## src/rtl/sig_gen_sweep_ctrl.sv

```systemverilog
// sig_gen_sweep_ctrl
// ------------------
// Frequency-sweep sequencer for the NCO sine/cosine generator. It steps a
// phase-increment word from f_start to f_stop (inclusive) in f_step
// increments and holds each frequency for dwell+2 clock cycles. Sweeps run
// either single-shot or continuously, with an auto-restart at f_start after
// f_stop is passed. Every sweep start issues a phase_rst strobe.
//
// Ports:
//   clk            generator clock, rising edge
//   rst_n          asynchronous active-low reset
//   start          level-sampled sweep request, honoured only in IDLE
//   abort          ends an active sweep on the next edge
//   continuous     restart after f_stop instead of finishing (read live at STEP)
//   f_start        first phase increment            (latched at sweep start)
//   f_stop         last permitted phase increment   (latched at sweep start)
//   f_step         unsigned step added per frequency (latched at sweep start)
//   dwell          hold length, frequency lasts dwell+2 cycles (latched)
//   phase_inc      phase increment to the generator (registered)
//   phase_inc_vld  pulse in the first cycle a new phase_inc is visible
//   phase_rst      pulse alongside phase_inc_vld whenever f_start is loaded
//   busy           high in every state except IDLE
//   done           pulse on normal completion of a single-shot sweep
//   cfg_err        pulse when start is rejected because of a bad config
module sig_gen_sweep_ctrl #(
  parameter int PW = 32,
  parameter int DW = 16
) (
  input  logic          clk,
  input  logic          rst_n,
  input  logic          start,
  input  logic          abort,
  input  logic          continuous,
  input  logic [PW-1:0] f_start,
  input  logic [PW-1:0] f_stop,
  input  logic [PW-1:0] f_step,
  input  logic [DW-1:0] dwell,
  output logic [PW-1:0] phase_inc,
  output logic          phase_inc_vld,
  output logic          phase_rst,
  output logic          busy,
  output logic          done,
  output logic          cfg_err
);

  typedef enum logic [2:0] {
    S_IDLE  = 3'd0,
    S_LOAD  = 3'd1,
    S_DWELL = 3'd2,
    S_STEP  = 3'd3,
    S_DONE  = 3'd4
  } state_t;

  state_t        state_q;
  logic [PW-1:0] f_start_q;
  logic [PW-1:0] f_stop_q;
  logic [PW-1:0] f_step_q;
  logic [DW-1:0] dwell_q;
  logic [DW-1:0] cnt_q;
  logic [PW-1:0] phase_inc_q;
  logic          vld_q;
  logic          phase_rst_q;
  logic          busy_q;
  logic          done_q;
  logic          cfg_err_q;

  // One extra bit so an overflow past 2^PW is seen as a carry rather than
  // wrapping around to a small (and apparently legal) increment.
  logic [PW:0]   next_d;
  logic          step_ok_d;
  logic          cfg_ok_d;

  always_comb begin
    next_d    = {1'b0, phase_inc_q} + {1'b0, f_step_q};
    step_ok_d = !next_d[PW] && (next_d[PW-1:0] <= f_stop_q);
    cfg_ok_d  = (f_step != '0) && (f_start <= f_stop);
  end

  always_ff @(posedge clk or negedge rst_n) begin
    if (!rst_n) begin
      state_q     <= S_IDLE;
      f_start_q   <= '0;
      f_stop_q    <= '0;
      f_step_q    <= '0;
      dwell_q     <= '0;
      cnt_q       <= '0;
      phase_inc_q <= '0;
      vld_q       <= 1'b0;
      phase_rst_q <= 1'b0;
      busy_q      <= 1'b0;
      done_q      <= 1'b0;
      cfg_err_q   <= 1'b0;
    end else begin
      // Strobes default low; each is set for exactly one cycle below.
      vld_q       <= 1'b0;
      phase_rst_q <= 1'b0;
      done_q      <= 1'b0;
      cfg_err_q   <= 1'b0;

      // Abort overrides every transition, including the pulses they would issue.
      if (abort && (state_q != S_IDLE)) begin
        state_q <= S_IDLE;
        busy_q  <= 1'b0;
      end else begin
        case (state_q)
          S_IDLE: begin
            if (start) begin
              if (cfg_ok_d) begin
                f_start_q <= f_start;
                f_stop_q  <= f_stop;
                f_step_q  <= f_step;
                dwell_q   <= dwell;
                state_q   <= S_LOAD;
                busy_q    <= 1'b1;
              end else begin
                cfg_err_q <= 1'b1;
              end
            end
          end
          S_LOAD: begin
            phase_inc_q <= f_start_q;
            vld_q       <= 1'b1;
            phase_rst_q <= 1'b1;
            cnt_q       <= dwell_q;
            state_q     <= S_DWELL;
          end
          S_DWELL: begin
            // Counter starts at dwell, so DWELL spans dwell+1 cycles.
            if (cnt_q == '0) begin
              state_q <= S_STEP;
            end else begin
              cnt_q <= cnt_q - 1'b1;
            end
          end
          S_STEP: begin
            if (step_ok_d) begin
              phase_inc_q <= next_d[PW-1:0];
              vld_q       <= 1'b1;
              cnt_q       <= dwell_q;
              state_q     <= S_DWELL;
            end else if (continuous) begin
              state_q <= S_LOAD;
            end else begin
              state_q <= S_DONE;
            end
          end
          S_DONE: begin
            done_q  <= 1'b1;
            busy_q  <= 1'b0;
            state_q <= S_IDLE;
          end
          default: begin
            state_q <= S_IDLE;
            busy_q  <= 1'b0;
          end
        endcase
      end
    end
  end

  assign phase_inc     = phase_inc_q;
  assign phase_inc_vld = vld_q;
  assign phase_rst     = phase_rst_q;
  assign busy          = busy_q;
  assign done          = done_q;
  assign cfg_err       = cfg_err_q;

endmodule
```

## config.mk

```make
export PLATFORM = sky130hd
export DESIGN_NAME = sig_gen_sweep_ctrl
export DESIGN_NICKNAME = d
export VERILOG_FILES = /design/src/rtl/sig_gen_sweep_ctrl.sv
export SDC_FILE = /design/constraint.sdc
export NUM_CORES = 1
export LEC_CHECK = 0
export ABC_AREA = 0
export CORE_UTILIZATION = 55
export DETAILED_ROUTE_END_ITERATION = 7
export PLACE_DENSITY = 0.92
export SYNTH_ARGS = -nofsm -noshare
export SYNTH_HDL_FRONTEND = slang
export SYNTH_SLANG_ARGS = --single-unit
export TNS_END_PERCENT = 10
```

## constraint.sdc

```tcl
create_clock -name clk -period 6.4 [get_ports clk]
set_input_delay 0.96 -clock clk [delete_from_list [all_inputs] [get_ports clk]]
set_output_delay 0.96 -clock clk [all_outputs]
set_load 0.05 [all_outputs]
```

==> flow_summary.toml, run 1 <==
[timing]
fin_crit_ns = 5.65
final.period_utilization_pct = 88.3
hold_viol = 0
rsz0062_at_grt = "false"
fmax_mhz = 177
setup_tns_ns = 0
clock_skew_ns = 0.00947
final_max_slew_viol_count = 0
slew_headroom_pct = 37.3
setup_viol = 0
tightestPinTransition_ns = 0.941

[cts]
holdBufCountCts = 0
clk_path_buf_depth = 2
clkTransAtPathRegs_ns = 0.06
cts_buffers = 17
cts_tree = "yes"
clockRootBuffer = "clkbuf_16"
cts_resized = 0
cts_max_level = 4
cts_setup_buffers = 0
clock_latency_ns = 0.44
cts.sinks = 168

[worst_setup_path]
startpoint_type = "flip-flop"
cpLargestDelayFamily = "compound AO/OA/AOI/OAI gates"
crit_arrival_ns = 5.97
crit_required_ns = 6.72
crit_slowest_cell = "nor4_1"
crit_path_end_kind = "flip-flop"
slowest_delay_ns = 0.62
timing.rr.end = "cnt_q[6]$_DFFE_PN0P_"
cp_cell_sequence = "ha_1, inv_1, fa_1, nand2b_1, a21oi_1, o21ai_1, a31oi_1, a21oi_1, a2bb2oi_1, o31ai_1, xor2_1, ha_1, nand4_1, nor4_1, nand3_1, o2bb2ai_1, o211ai_2, o21ai_2, buf_4, o21ai_0, a22o_1"
r2r-start = "phase_inc[0]$_DFFE_PN0P_"
critPathKind = "reg2reg"
path_buf_inv = 2
r2r_slack_ns = 0.75
critPathMaxFanout = 32
reg2reg_depth = 21

[global_routing]
antenna_found_initial = 1
grt_max_degree = 105
grtUsageTotal_pct = 28.6
grt_pass1_wl_um = 43700
grt_pass1_vias = 8677
overflow = 0

[layout]
layout_common_cells = "168 x dfrtp_1, 152 x clkdlybuf4s50_1, 109 x nand2_1"
nets = 1419
drive_gt1_share_pct = 12.3
syn_to_final_growth_pct = 22.3
diodes = 0
fin_util_pct = 69.7
seqCellArea_mm2 = 0.00420
final_common_cell = "dfrtp_1"
multi_input_area_mm2 = 0.00569
filler_cell_count = 1271

[placed_design]
gp_congestion = 0.927
place_hpwl_um = 20000
io_buffer_count = 153

[drt]
wl_per_cell_um = 18.8
drc_errors = 0
first_pass_iters = 6
routed_via_density = 6.13
dr.first_iter.drc_count = 875
ant_nets = 0
num_vias = 8861
totalWireLength_um = 27200

[synthesis]
synth_warnings = 0
yosysSeqAreaShare_pct = 40.5
netlist.area_leader.share_pct = 40.5
synth_seq_cells = 168
synth_edf_count = 0
syn_nets = 1283
yosysTopAreaCell = "dfrtp_1"
syn_inst = 1068
synth-main-ff-cell = "dfrtp_1"
async_flop_share_pct = 100
synth_cell_types = 64
syn_area_mm2 = 0.0104
synth.area.top_cells = "dfrtp_1 40%, ha_1 12%, mux2_2 8.9%"
synth.avg_cell_area_um2 = 9.72

[die]
die_w_um = 139
ios = 154
dieArea_mm2 = 0.0194
die_y_um = 139
initial_utilization_pct = 57.0
rows = 49
core_region_area_mm2 = 0.0182

[outcome]
status = "finished clean"

[run]
drv_cap = 0

[min_path]
hold_path.class = "reg2reg"
hold_depth = 1
hp-start = "f_start_q[18]$_DFFE_PN0P_"
whs_endpoint = "f_start_q[18]$_DFFE_PN0P_"
registers in the layout (all words and copies together), names as in the netlist:
register / count
f_stop_q: 32
done: 1
cfg_err: 1
phase_inc: 32
f_step_q: 32
busy: 1
cnt_q: 16
phase_rst: 1
phase_inc_vld: 1
state_q: 3
dwell_q: 16
f_start_q: 32
through the flow:
step	instance area (um2)	cells	hold slack (ns)	setup WS (ns)
4_1_cts	12700	1446	0.513	0.846
2_1_floorplan	10400	1068	0.473	1.38
5_1_grt	12700	1446	0.522	0.369
3_5_place_dp	12100	1414	0.496	0.887
3_3_place_gp	12100	1414	0.491	1.27
6_report	12700	1446	0.514	0.751
cell usage after synthesis, types with 8 or more instances:
master,n
a31oi_1,32
mux2_2,82
a21oi_2,12
xor2_1,14
inv_1,82
nand4_1,25
dfrtp_1,168
nand3_1,21
nand2_1,109
ha_1,97
nand2b_1,8
a21oi_1,72
nor2b_1,10
nor2_1,60
a21o_1,15
mux2i_1,36
buf_2,10
nor3_1,23
nor4_1,11
clkbuf_1,31
o21ai_0,46
xnor2_1,14
worst max-delay path by stage:
stage                                   startpoint                   endpoint  slack (ns)  cells past startpoint
final                     phase_inc[0]$_DFFE_PN0P_       cnt_q[6]$_DFFE_PN0P_        0.75                     21
after global routing      phase_inc[0]$_DFFE_PN0P_      cnt_q[10]$_DFFE_PN0P_        0.37                     21
after CTS                 phase_inc[0]$_DFFE_PN0P_      cnt_q[10]$_DFFE_PN0P_        0.85                     21
after detailed placement  phase_inc[0]$_DFFE_PN0P_       cnt_q[6]$_DFFE_PN0P_        0.89                     21
after global placement    phase_inc[0]$_DFFE_PN0P_  phase_inc[13]$_DFFE_PN0P_        1.27                     20
after floorplan           phase_inc[0]$_DFFE_PN0P_  phase_inc[19]$_DFFE_PN0P_        1.38                     21
cells by family (layout without fill, tap and decap cells):
kind of cell / after synthesis / count (layout) / synth area share, %
AND/OR/NAND/NOR: 290 / 290 / 13.4
multiplexers: 118 / 118 / 12.4
flip-flops: 168 / 168 / 40.5
AO/OA/AOI/OAI: 240 / 240 / 14.6
buffers and inverters: 126 / 275 / 4.82
adder cells (fa/ha/maj): 98 / 98 / 11.9
XOR/XNOR: 28 / 28 / 2.36
final cells by class:
cell class,count,share of cell area (%)
Clock buffer,20,3.60
Inverter,82,2.42
Timing Repair Buffer,161,12.6
Multi-Input combinational cell,774,44.8
Clock inverter,12,1.18
Tap cell,229,2.26
Sequential cell,168,33.1
metal layers:
layer / GRT usage, % / vias up / share of wire [%]
met4: 15.8 / 0 / 4.7
met5: 0 / - / 0
met2: 46.0 / 436 / 46
li1: - / 4107 / -
met3: 5.82 / 93 / 7.4
met1: 36.2 / 4225 / 42
Power of run 1 is left out: the tool's default activity adds up to more than one toggle a clock period on the data nets, which glitch-free logic cannot reach.
==> inputs of run 2 (changes only) <==
--- a/config.mk
+++ b/config.mk
@@ -8,7 +8,7 @@
 export ABC_AREA = 0
 export CORE_UTILIZATION = 55
 export DETAILED_ROUTE_END_ITERATION = 7
-export PLACE_DENSITY = 0.92
+export PLACE_DENSITY = 0.81
 export SYNTH_ARGS = -nofsm -noshare
 export SYNTH_HDL_FRONTEND = slang
 export SYNTH_SLANG_ARGS = --single-unit
==> constraint.sdc (replaced) <==
create_clock -name clk -period 5.8 [get_ports clk]
set_input_delay 0.87 -clock clk [delete_from_list [all_inputs] [get_ports clk]]
set_output_delay 0.87 -clock clk [all_outputs]
set_load 0.05 [all_outputs]
==> flow_summary.toml, run 2 (same netlist as run 1, synthesis figures left out) <==
[global_routing]
grt_max_degree = 101
overflow = 0
grtUsageTotal_pct = 28.0
grt_pass1_wl_um = 42400
antenna_found_initial = 0
grt_pass1_vias = 8500

[placed_design]
preCtsSetupSlack_ns = 0.508
io_buffer_count = 153
gp_congestion = 0.895
place_hpwl_um = 19600

[timing]
finalWorstSetupSlack_ns = 0.476
final.period_utilization_pct = 91.8
fin_crit_ns = 5.32
fmax_mhz = 188
clock_skew_ns = 0.00943
setup_tns_ns = 0
setup_viol = 0
final_max_slew_viol_count = 0
slew_headroom_pct = 40.8
rsz0062_at_grt = "false"
tightestPinTransition_ns = 0.887
hold_viol = 0

[die]
dieArea_mm2 = 0.0194
rows = 49
die_y_um = 139
initial_utilization_pct = 57.0
ios = 154
core_region_area_mm2 = 0.0182
die_w_um = 139

[layout]
layout_common_cells = "168 x dfrtp_1, 152 x clkdlybuf4s50_1, 109 x nand2_1"
drive_gt1_share_pct = 12.6
multi_input_area_mm2 = 0.00570
final_common_cell = "dfrtp_1"
fin_util_pct = 70.0
diodes = 0
seqCellArea_mm2 = 0.00420
filler_cell_count = 1384
syn_to_final_growth_pct = 22.8
nets = 1421

[drt]
totalWireLength_um = 26400
num_vias = 8608
routed_via_density = 5.95
ant_nets = 0
wl_per_cell_um = 18.3
first_pass_iters = 5
dr.first_iter.drc_count = 502
drc_errors = 0

[worst_setup_path]
crit_arrival_ns = 5.64
r2r_slack_ns = 0.48
critPathMaxFanout = 63
startpoint_type = "flip-flop"
critPathKind = "reg2reg"
crit_path_end_kind = "flip-flop"
reg2reg_depth = 21
r2r-start = "phase_inc[0]$_DFFE_PN0P_"
timing.rr.end = "phase_inc[13]$_DFFE_PN0P_"
crit_required_ns = 6.12

[cts]
clock_latency_ns = 0.43
holdBufCountCts = 0
cts_resized = 0
cts_max_level = 4
clkTransAtPathRegs_ns = 0.06
cts_buffers = 17
cts.sinks = 168
cts_tree = "yes"
clk_path_buf_depth = 2
cts_setup_buffers = 0
clockRootBuffer = "clkbuf_16"

[min_path]
hold_depth = 1
whs_endpoint = "dwell_q[14]$_DFFE_PN0P_"
hold_path.class = "reg2reg"
hp-start = "dwell_q[14]$_DFFE_PN0P_"

[outcome]
status = "finished clean"

[run]
drv_cap = 0
## run 2: changes by cell type in the layout (fill, tap and decap cells not counted), sizes merged
cell / previous run / this run
buf: 9 / 11
bufinv: 3 / 2
clkbuf: 20 / 21
clkinv: 6 / 4
inv: 82 / 83
## run 2: through the flow
step	area, um2	hold slack, ns	cells
2_1_floorplan	10400	0.473	1068
3_3_place_gp	12100	0.488	1416
3_5_place_dp	12100	0.491	1416
4_1_cts	12700	0.505	1447
5_1_grt	12700	0.521	1447
6_report	12700	0.503	1447
## run 2: layer usage
metal  up-vias  track usage (%)  share of wire (%)  routed length, um
met5         -                0                  0                  0
met4         0             12.0                2.8                751
met3        49             4.89                5.6               1480
met2       276             45.1                 47              12400
met1      4165             37.1                 44              11800
li1       4118                -                  -                  -
## run 2: how the worst max path moves through the flow
stage	from	end
final	phase_inc[0]$_DFFE_PN0P_	phase_inc[13]$_DFFE_PN0P_
after CTS	phase_inc[2]$_DFFE_PN0P_	cnt_q[0]$_DFFE_PN0P_
after global placement	phase_inc[2]$_DFFE_PN0P_	cnt_q[0]$_DFFE_PN0P_
after detailed placement	phase_inc[2]$_DFFE_PN0P_	cnt_q[0]$_DFFE_PN0P_
after global routing	phase_inc[2]$_DFFE_PN0P_	phase_inc[13]$_DFFE_PN0P_
after floorplan	phase_inc[0]$_DFFE_PN0P_	phase_inc[19]$_DFFE_PN0P_
## run 2: critical path: stages, from the launching register on
cell	delay, ns
dfrtp_1	0.38
ha_1	0.20
inv_1	0.06
fa_1	0.39
nand2b_1	0.18
a21oi_1	0.21
o21ai_1	0.15
a31oi_1	0.15
buf_4	0.15
a21oi_1	0.11
a2bb2oi_1	0.21
o31ai_1	0.38
xor2_1	0.12
ha_1	0.34
nand4_1	0.20
nor4_1	0.52
nand3_1	0.15
o2bb2ai_1	0.19
o211ai_2	0.20
a21oi_4	0.22
buf_12	0.28
mux2_2	0.38
## run 2: final cells by class
class	instances	share of cell area, %
Inverter	82	2.41
Clock buffer	21	3.77
Tap cell	229	2.25
Clock inverter	10	0.933
Sequential cell	168	33.0
Timing Repair Buffer	163	12.9
Multi-Input combinational cell	774	44.7
Power of run 2 is left out for the same reason.
==> inputs of run 3 (changes only) <==
--- a/config.mk
+++ b/config.mk
@@ -6,6 +6,7 @@
 export NUM_CORES = 1
 export LEC_CHECK = 0
 export ABC_AREA = 0
+export ABC_CLOCK_PERIOD_IN_PS = 5800
 export CORE_UTILIZATION = 55
 export DETAILED_ROUTE_END_ITERATION = 7
 export PLACE_DENSITY = 0.81
==> results of run 3 <==
No change in the layout: final DEF, timing and power equal those of run 2.
Power of run 3 is left out for the same reason.
